==> src/rtl/fetch_unit.sv <==
// Instruction fetch front end: one outstanding memory read at a time feeding a
// two-entry FIFO of {pc, instruction} toward the decoder, with redirect support.
module fetch_unit #(
    parameter logic [31:0] RESET_PC = 32'h00000060,
    parameter int          DEPTH    = 2
) (
    input  logic        clk,
    input  logic        rst_n,
    output logic        imem_read,
    output logic [31:0] imem_address,
    input  logic [31:0] imem_rdata,
    input  logic        imem_resp,
    input  logic        redirect,
    input  logic [31:0] redirect_pc,
    output logic        inst_valid,
    output logic [31:0] inst,
    output logic [31:0] inst_pc,
    input  logic        inst_ready
);

    localparam logic [1:0] IDLE  = 2'd0;
    localparam logic [1:0] FETCH = 2'd1;
    localparam logic [1:0] FLUSH = 2'd2;
    localparam logic [1:0] DEPTH_C = 2'(DEPTH);

    logic [1:0]  state_reg, state_next;
    logic [31:0] req_addr_reg, req_addr_next;
    logic [31:0] fetch_pc_reg, fetch_pc_next;
    logic [1:0]  count_reg, count_next;
    logic        head_reg, head_next;
    logic [31:0] buf_pc_reg   [DEPTH];
    logic [31:0] buf_data_reg [DEPTH];

    logic        push;
    logic        pop;
    logic        wr_idx;
    logic [31:0] redirect_aligned;
    logic [31:0] pc_plus4;

    assign imem_read        = (state_reg != IDLE);
    assign imem_address     = req_addr_reg;
    assign inst_valid       = (count_reg != 2'd0);
    assign inst             = buf_data_reg[head_reg];
    assign inst_pc          = buf_pc_reg[head_reg];

    assign redirect_aligned = redirect_pc & ~32'h3;
    assign pc_plus4         = fetch_pc_reg + 32'd4;
    assign pop              = inst_valid & inst_ready & ~redirect;
    // A response is only kept when the request is live and no redirect kills it.
    assign push             = (state_reg == FETCH) & imem_resp & ~redirect;
    assign wr_idx           = head_reg ^ count_reg[0];

    always_comb begin
        state_next    = state_reg;
        req_addr_next = req_addr_reg;
        fetch_pc_next = fetch_pc_reg;
        count_next    = count_reg + {1'b0, push} - {1'b0, pop};
        head_next     = head_reg ^ pop;

        if (redirect) begin
            count_next    = 2'd0;
            fetch_pc_next = redirect_aligned;
        end else if (push) begin
            fetch_pc_next = pc_plus4;
        end

        case (state_reg)
            IDLE: begin
                if (redirect) begin
                    req_addr_next = redirect_aligned;
                    state_next    = FETCH;
                end else if (count_next < DEPTH_C) begin
                    req_addr_next = fetch_pc_reg;
                    state_next    = FETCH;
                end
            end
            FETCH: begin
                if (redirect) begin
                    if (imem_resp) begin
                        req_addr_next = redirect_aligned;
                    end else begin
                        state_next = FLUSH;
                    end
                end else if (imem_resp) begin
                    req_addr_next = pc_plus4;
                    if (count_next >= DEPTH_C) begin
                        state_next = IDLE;
                    end
                end
            end
            FLUSH: begin
                // The stale response is swallowed; restart at the latest target.
                if (imem_resp) begin
                    req_addr_next = fetch_pc_next;
                    state_next    = FETCH;
                end
            end
            default: state_next = IDLE;
        endcase
    end

    always_ff @(posedge clk or negedge rst_n) begin
        if (!rst_n) begin
            state_reg    <= IDLE;
            req_addr_reg <= RESET_PC;
            fetch_pc_reg <= RESET_PC;
            count_reg    <= 2'd0;
            head_reg     <= 1'b0;
            for (int i = 0; i < DEPTH; i++) begin
                buf_pc_reg[i]   <= '0;
                buf_data_reg[i] <= '0;
            end
        end else begin
            state_reg    <= state_next;
            req_addr_reg <= req_addr_next;
            fetch_pc_reg <= fetch_pc_next;
            count_reg    <= count_next;
            head_reg     <= head_next;
            if (push) begin
                buf_pc_reg[wr_idx]   <= fetch_pc_reg;
                buf_data_reg[wr_idx] <= imem_rdata;
            end
        end
    end

endmodule

==> config.mk <==
export PLATFORM = sky130hd
export DESIGN_NAME = fetch_unit
export DESIGN_NICKNAME = d
export VERILOG_FILES = /design/src/rtl/fetch_unit.sv
export SDC_FILE = /design/constraint.sdc
export NUM_CORES = 1
export LEC_CHECK = 0
export ABC_AREA = 1
export BUFFER_PORTS_ARGS = -buffer_cell sky130_fd_sc_hd__clkbuf_2
export CAP_MARGIN = 5
export CELL_PAD_IN_SITES_DETAIL_PLACEMENT = 1
export CELL_PAD_IN_SITES_GLOBAL_PLACEMENT = 1
export CORE_MARGIN = 2
export CORE_UTILIZATION = 25
export CTS_CLUSTER_SIZE = 16
export DETAILED_ROUTE_END_ITERATION = 10
export PLACE_DENSITY_LB_ADDON = 0.1
export SETUP_SLACK_MARGIN = 0.02
export SKIP_CTS_REPAIR_TIMING = 1
export SLEW_MARGIN = 15
export SYNTH_ARGS = -nofsm -noshare
export SYNTH_HDL_FRONTEND = slang
export SYNTH_SLANG_ARGS = --single-unit
==> constraint.sdc <==
create_clock -name clk -period 5.52 [get_ports clk]
set_input_delay 1.104 -clock clk [delete_from_list [all_inputs] [get_ports clk]]
set_output_delay 1.104 -clock clk [all_outputs]
set_load 0.02 [all_outputs]
Word-level counts from Yosys, hierarchy flattened --
Cells that the tools add are included.
Word-level totals: bits in registers 197, bits of input ports 69
Cells by class: reduce and logical (&&, ||, !) cells 7, order comparisons 5, multiplexer cells 28, bitwise operators 9, $add $sub $neg 3, equality and inequality tests 8
Operators by type and width (count):
- $mux 32 | 15
- $bwmux 64 | 2
- $pmux 32 s3 | 1
- $add 32x3->32 const B | 1
- $demux 32 s1 | 1
- $mux 2 | 8
- $ne 3x3->1 const B | 3
- $ge 2x2->1 const B | 3
- $pmux 2 s3 | 1
- $reduce_and 5->1 | 1
- $and 1x1->1 | 4
- $ne 2x2->1 const B | 2
- $not 1->2 | 2
- $reduce_and 4->1 | 1
- $reduce_bool 2->1 | 2
- $ne 3x2->1 const B | 1
- $reduce_bool 3->1 | 1
- $add 2x1->2 | 1
- $eq 2x1->1 const B | 1
- $eq 2x2->1 const B | 1
- $logic_not 2->1 | 1
- $lt 2x1->1 const B | 1
- $lt 2x2->1 const B | 1
- $sub 2x1->2 | 1
- 3 further kinds | 4

Depth between registers and ports, before layout --
Gate-level depths: netlist of run 1.
depth after elaboration 11, depth in mapped cells 20, mapped depth without buffers 17

Least setup slack after synthesis of run 1 --
No wires, ideal clock.
path kind input port to flip-flop, from input port redirect, to register req_addr_reg[7], in the netlist imem_address[7], data arrival time 2.989 ns, slack 2.411 ns, setup time 0.120 ns, stages on the path 18, data required time 5.400 ns, cells stage by stage inv_2 buf_2 buf_2 nand3_1 inv_1 ha_1 inv_1 ha_1 inv_1 nand2_1 nand2_1 nor2_2 a21oi_4 nand2_1 buf_2 nor2_1 o21ai_1 nand2_1
Between the ends: word-level cells in the longest chain between the ends 8, elaborated cells on any way between the ends 15, classes of those cells 2 x add/sub; 1 x order compare; 1 x eq/ne; 7 x mux; 3 x bitwise; 1 x reduce/logical
RTL lines:
- start, declared | RTL line 13 | input logic redirect,
- $not 1->1 | RTL line 48, 50
- $and 1x1->1 | RTL line 50 | assign push = (state_reg == FETCH) & imem_resp & ~redirect;
- $add 2x1->2 | RTL line 57 | count_next = count_reg + {1'b0, push} - {1'b0, pop};
- $sub 2x1->2 | RTL line 57
- $mux 2 (*) | RTL line 60 | if (redirect) begin
- named net count_next[1] | RTL line 29 | logic [1:0] count_reg, count_next;
- $lt 2x2->1 (*) | RTL line 72 | end else if (count_next < DEPTH_C) begin
- $ne 3x3->1 (no line) (*)
- $reduce_and 4->1 (no line) (*)
- end signal, assigned | RTL line 115 | req_addr_reg <= req_addr_next;
- end, declared | RTL line 27 | logic [31:0] req_addr_reg, req_addr_next;
Mark *: on every way through the listed nets, which the timed path passes. The rest lies on a longest branch. The select of a mux whose other input is x is not followed. A chain may end at the register's enable or synchronous reset.

Final worst setup path of run 1 --
from register head_reg, to output port inst_pc[13]
Between the ends: word-level cells in the longest chain between the ends 4
RTL lines:
- start, declared | RTL line 30 | logic head_reg, head_next;
- start signal, assigned | RTL line 118 | head_reg <= head_next;
- $not 1->2 (not written as such) | RTL line 44 | assign inst_pc = buf_pc_reg[head_reg];
- $mux 32 (not written as such) (3 in series) | RTL line 44
- end, declared | RTL line 17 | output logic [31:0] inst_pc,
Every way passes these cells. The select of a mux whose other input is x is not followed.

==> impl_results.md, run 1 <==
- Critical Path AT: 2.90 ns
- Global route total overflow: 0
- Diode count: 0
- Nets@finish: 1692
- Slew Viols, Final: 0
- Final Hold Fails: 0
- R2R cell count: 18
- Yosys warning count: 0
- Initial antenna violation count: 0
- Final wirelength: 35680 um
- Worst Setup End Kind: output port
- Core Rows: 75
- Sequential share of the synthesized area: 46.59%
- RSZ-0062 raised after global routing: false
- Outcome: finished, final reports clean
- CP Launch Point: head_reg$_DFF_PN0_
- P per Cell Area: 598.3 nW/um^2
- Drc violations: 0
- EDFF count, synth: 0
- Peak VDD IR: 206.5 uV
- CP Max Fanout: 34
- Setup slack after layout: 1.518 ns
- Die Y: 209.8 um
- CTS tree: yes
- First-pass GRT wire length: 57040 um
- Pre-CTS setup slack: 1.615 ns
- Source of the worst register-to-register timing path: state_reg[1]$_DFFE_PN0P_
- Cells after Synth: 1495
- Req. time, crit path: 4.42 ns
- Share of cells above drive strength 1: 15.29%
- GRT Overall Usage: 16.84%
- Clk Latency, worst-skew pair: 0.47 ns
- Prevailing post-synth register cell: dfrtp_1
- Fmax: 249.8 MHz
- Clock buffer depth: 2
- Setup Skew: 0.01277 ns
- First drt pass iteration count: 4
- Worst R2R End: imem_address[17]$_DFFE_PN0P_
- Vias/cell: 4.400
- Synth Net Count: 1572
- Asr flop ratio synth: 100.0%
- Area Overhead vs Synth: 17.06%
- Critical path class: flip-flop to output port
- CTS H-tree lvls: 4
- Mapped Area: 10590 sq um
- Root Driver: clkbuf_16
- Post-Route Setup TNS: 0 ns
- Worst rel slew slack: 32.24%
- Synthesis-stage register bit count: 197
- Final HPWL DP: 24280 um
- Initial detailed-routing violation count: 399
- Slew @ Worst Pin: 1.015 ns
- Vias in the first global route: 9904
- Max-cap violations: 0
- Final setup viols: 0
- Register clock-pin slew on the reported worst setup and hold paths: 0.08 ns
- Area of the core: 41850 sq um
- Final period util: 72.51%
- Count of different cell masters after synthesis: 35
- Min-delay worst type: flip-flop to flip-flop
- Die area: 44030 sq um
- Port Buffers: 164
- P_leak: 0.006640 uW
- DR vias: 9534
- Routed length per instance: 16.47 um
- Syn Area/Cell: 7.085 sq um
- Routed Antenna Nets: 0
- Starting Density: 25.31%
- Ports: 167
- Largest net degree at the start of global routing: 117
- DIE WIDTH: 209.8 um
- RD Place Congestion: 0.7350
- Crit start category: flip-flop
- R2R Setup Slk: 1.71 ns
- Clock sinks: 197
- CTS buffer count: 17
- Worst setup path endpoint: inst_pc[13]
- Post-route minimum period: 4.002 ns
[worst max-delay path, cell delays in order (launching register included)]
cell	delay, ns
dfrtp_2	0.82
clkinv_2	0.70
buf_4	0.50
nand2_1	0.12
nand2_1	0.08
clkbuf_2	0.16
[synthesized netlist by cell type, types with 5 or more instances]
cell type,instances,area (sq um)
ha_1,8,100.1
a21oi_1,20,100.1
o21ai_1,70,350.3
nor2_4,8,90.09
or2_1,5,31.28
buf_1,5,18.77
xor2_1,15,131.4
a21boi_0,5,37.54
buf_2,26,130.1
inv_1,120,450.4
nor2_1,119,446.7
nand3_1,62,310.3
buf_6,8,90.09
o211ai_1,6,45.04
dfrtp_1,193,4830
clkbuf_1,32,120.1
or2_2,9,56.30
o21ai_0,81,405.4
nand2_1,669,2511
[stage by stage]
| step | hold slack, ns | cells | area [sq um] | util, % | power (uW) |
|---|---|---|---|---|---|
| finish | 0.4801 | 2167 | 12400 | 29.63 | 7419 |
| global route | 0.5044 | 2167 | 12400 | 29.63 | 8161 |
| CTS | 0.4867 | 2167 | 12400 | 29.63 | 7606 |
| detailed placement | 0.4656 | 2135 | 11840 | 28.29 | 6308 |
| global placement | 0.4650 | 2135 | 11840 | 28.29 | 6249 |
| floorplan | 0.4534 | 1495 | 10590 | - | 4988 |
[how the worst min path moves through the flow]
stage                                            start                           end  slack (ns)  cells past startpoint
after floorplan           buf_data_reg[32]$_DFFE_PN0P_  buf_data_reg[32]$_DFFE_PN0P_        0.45                      2
after global placement     imem_address[0]$_DFFE_PN0P_   imem_address[0]$_DFFE_PN0P_        0.47                      2
after detailed placement  imem_address[15]$_DFFE_PN0P_  imem_address[15]$_DFFE_PN0P_        0.47                      2
after CTS                  imem_address[1]$_DFFE_PN0P_   imem_address[1]$_DFFE_PN0P_        0.49                      2
after global routing        buf_pc_reg[47]$_DFFE_PN0P_    buf_pc_reg[47]$_DFFE_PN0P_        0.50                      2
final                      imem_address[1]$_DFFE_PN0P_   imem_address[1]$_DFFE_PN0P_        0.48                      2
[cell usage in the layout (no fill, tap or decap), types with 7 or more instances in the layout]
master / netlist / final
nand2_1: 669 / 667
o21ai_1: 70 / 70
dfrtp_1: 193 / 192
nor2_1: 119 / 119
clkbuf_2: 0 / 163
ha_1: 8 / 7
nand3_1: 62 / 62
or2_2: 9 / 9
a21oi_1: 20 / 20
clkbuf_16: 0 / 17
nor2_4: 8 / 8
xor2_1: 15 / 15
o21ai_0: 81 / 81
inv_1: 120 / 119
buf_4: 4 / 10
[cell families (layout without fill, tap and decap cells)]
logic type      after synthesis  after routing  share of synthesized area, %
fa+ha+maj                     8              8                        0.9450
flops                       197            197                         46.59
simple gates                889            889                         33.62
buf+inv                     198            331                         8.056
compound gates              184            184                         9.084
xor+xnor                     19             19                         1.713
[power by group]
part,internal [uW],switching (uW)
Clock,645,607
Combinational,1160,2530
Sequential,2080,402
[metal layers]
layer / track usage, % / share of wire (%) / wire length (um)
met1: 22.49 / 49 / 17480
met2: 28.49 / 47 / 16930
met3: 2.259 / 2.3 / 816
met4: 4.867 / 1.3 / 455
met5: 0 / 0 / 0
[cell type report]
class | instances | area (sq um)
Fill cell | 5273 | 29450
Timing Repair Buffer | 176 | 944.7
Tap cell | 539 | 674.4
Multi-Input combinational cell | 1100 | 4820
Inverter | 123 | 465.4
Clock buffer | 20 | 456.7
Sequential cell | 197 | 4936
Clock inverter | 12 | 102.6
No activity file was read; power rests on OpenSTA's default activity.
==> inputs of run 2 (changes only) <==
clock period = 4.1 ns   (was 5.52 ns; I/O delays follow)
==> impl_results.md, run 2 (same netlist as run 1, synthesis figures left out) <==
- Area of the core: 41850 sq um
- Crit start category: flip-flop
- Worst path most repeated cell: nand2_1
- Worst R2R End: imem_address[7]$_DFFE_PN0P_
- Vias in the first global route: 9850
- Commonest non-fill, non-tap cell in the layout: nand2_1
- Slew @ Worst Pin: 1.031 ns
- Root Driver: clkbuf_16
- P_leak: 0.006720 uW
- Port Buffers: 164
- RD Place Congestion: 0.7487
- Critical path class: flip-flop to output port
- Final period util: 73.08%
- Clock sinks: 197
- Placed inst area: 11930 sq um
- Slew Viols, Final: 0
- Share of cells above drive strength 1: 15.71%
- Vias/cell: 4.363
- Combinational power share: 50.0%
- Internal power: 5340 uW
- Levels on crit path: 4
- Die Y: 209.8 um
- First-pass GRT wire length: 56790 um
- Min-delay worst type: input pin to asynchronous set/reset pin
- RSZ-0062 raised after global routing: false
- Post-route total power: 10110 uW
- Switching pwr: 4768 uW
- Largest net degree at the start of global routing: 103
- Fin Hold WS: 0.4105 ns
- Worst Setup End Kind: output port
- Final wirelength: 35730 um
- Post-Route Setup TNS: 0 ns
- Req. time, crit path: 3.28 ns
- Seq pwr share: 32.8%
- Fillers: 5203
- P per Cell Area: 807.1 nW/um^2
- R2R Setup Slk: 1.28 ns
- Critical Path AT: 2.18 ns
- Clock buffer depth: 2
- Post-route minimum period: 2.996 ns
- Final Hold Fails: 0
- Critical path's slowest cell: buf_4
- Max-cap violations: 0
- CP Launch Point: head_reg$_DFF_PN0_
- R2R cell count: 18
- Final HPWL DP: 24530 um
- Diode count: 0
- Clk Latency, worst-skew pair: 0.46 ns
- CTS buffer count: 17
- Slowest stage delay, CP: 0.67 ns
- Commonest non-fill, non-tap cells in the layout: nand2_1, dfrtp_1, clkbuf_2
- Routed length per instance: 16.43 um
- Source of the worst register-to-register timing path: state_reg[1]$_DFFE_PN0P_
- Global route total overflow: 0
- Register clock-pin slew on the reported worst setup and hold paths: 0.07 ns
- Outcome: finished, final reports clean
- Ports: 167
- Peak VDD IR: 294.6 uV
- Routed Antenna Nets: 0
- CP Max Fanout: 54
- Starting Density: 25.31%
- GRT Overall Usage: 16.84%
- Die area: 44030 sq um
- Sequence of cells on the critical path: buf_4 > nand2_1 > nand2_1 > clkbuf_2
- Fmax: 333.7 MHz
- CTS tree: yes
- Drc violations: 0
- First drt pass iteration count: 4
- Non-filler instance count after layout: 2175
- Crit-path leading delay family: buffers and inverters
- Worst rel slew slack: 31.26%
- Initial detailed-routing violation count: 428
- Area Overhead vs Synth: 18.24%
- Initial antenna violation count: 0
- DIE WIDTH: 209.8 um
- Nets@finish: 1700
- CP bufs+invs: 2
- DR vias: 9490
- Core Rows: 75
- # placed instances: 2143
- Clock power share: 17.2%
- Finished Cell Area: 12520 sq um
- Worst setup path endpoint: inst_pc[31]
- Setup Skew: 0.01281 ns
- Final setup viols: 0
- CTS H-tree lvls: 4
- Net Sw Frac: 47.17%
==> run 2: changes by cell type in the layout (fill, tap and decap cells not counted), moves of 3 or more <==
cell	delta
buf_4	+5
clkinv_4	+4
buf_12	+3
clkbuf_8	+3
clkinv_2	-3
clkinvlp_4	-3
==> run 2: worst min-delay path by stage <==
stage / start / to / cells past startpoint
2_1_floorplan: buf_data_reg[32]$_DFFE_PN0P_ / buf_data_reg[32]$_DFFE_PN0P_ / 2
3_3_place_gp: imem_address[28]$_DFFE_PN0P_ / imem_address[28]$_DFFE_PN0P_ / 2
3_5_place_dp: imem_address[24]$_DFFE_PN0P_ / imem_address[24]$_DFFE_PN0P_ / 2
4_1_cts: rst_n / buf_data_reg[32]$_DFFE_PN0P_ / 1
5_1_grt: rst_n / buf_data_reg[32]$_DFFE_PN0P_ / 1
6_report: rst_n / buf_data_reg[32]$_DFFE_PN0P_ / 1
==> run 2: area by class of cell <==
class                           instances  area (sq um)  share of cell area [%]
Clock buffer                           22         494.2                   3.946
Clock inverter                         10         96.34                  0.7692
Inverter                              123         464.2                   3.706
Multi-Input combinational cell       1100          4817                   38.46
Sequential cell                       197          4936                   39.41
Tap cell                              539         674.4                   5.385
Timing Repair Buffer                  184          1042                   8.322
==> run 2: metal layers <==
layer  vias up  track usage, %  wire length, um
met2       117           28.30            17100
met5         -               0                0
met3        26           2.813              856
li1       4857               -                -
met1      4490           22.46            17240
met4         0           4.402              532
==> run 2: stage by stage <==
stage	worst slack, ns	utilization [%]
floorplan	1.275	-
global placement	0.7959	28.51
detailed placement	0.7430	28.51
CTS	1.010	29.93
global route	0.8818	29.93
finish	1.104	29.93
==> run 2: power by group through the flow <==
| stage | combinational, uW | clock [uW] | sequential [uW] |
|---|---|---|---|
| CTS | 5220 | 1810 | 3330 |
| global route | 5780 | 1880 | 3450 |
| finish | 5050 | 1740 | 3320 |
| global placement | 5120 | 0 | 3340 |
| floorplan | 3330 | 0 | 3380 |
| detailed placement | 5190 | 0 | 3360 |
==> run 2: worst reg2reg max path, cell delays in order (launching register included) <==
cell and delay, ns:
dfrtp_1 0.44, inv_1 0.10, ha_1 0.19, inv_2 0.07, nor2_4 0.11, nand2_4 0.06, ha_1 0.29, inv_1 0.06
ha_1 0.16, inv_1 0.04, nand2_1 0.05, nand2_1 0.06, nor2_2 0.19, a21oi_4 0.12, nand2_2 0.33, buf_12 0.23
nor2_1 0.06, o21ai_1 0.10, nand2_1 0.07
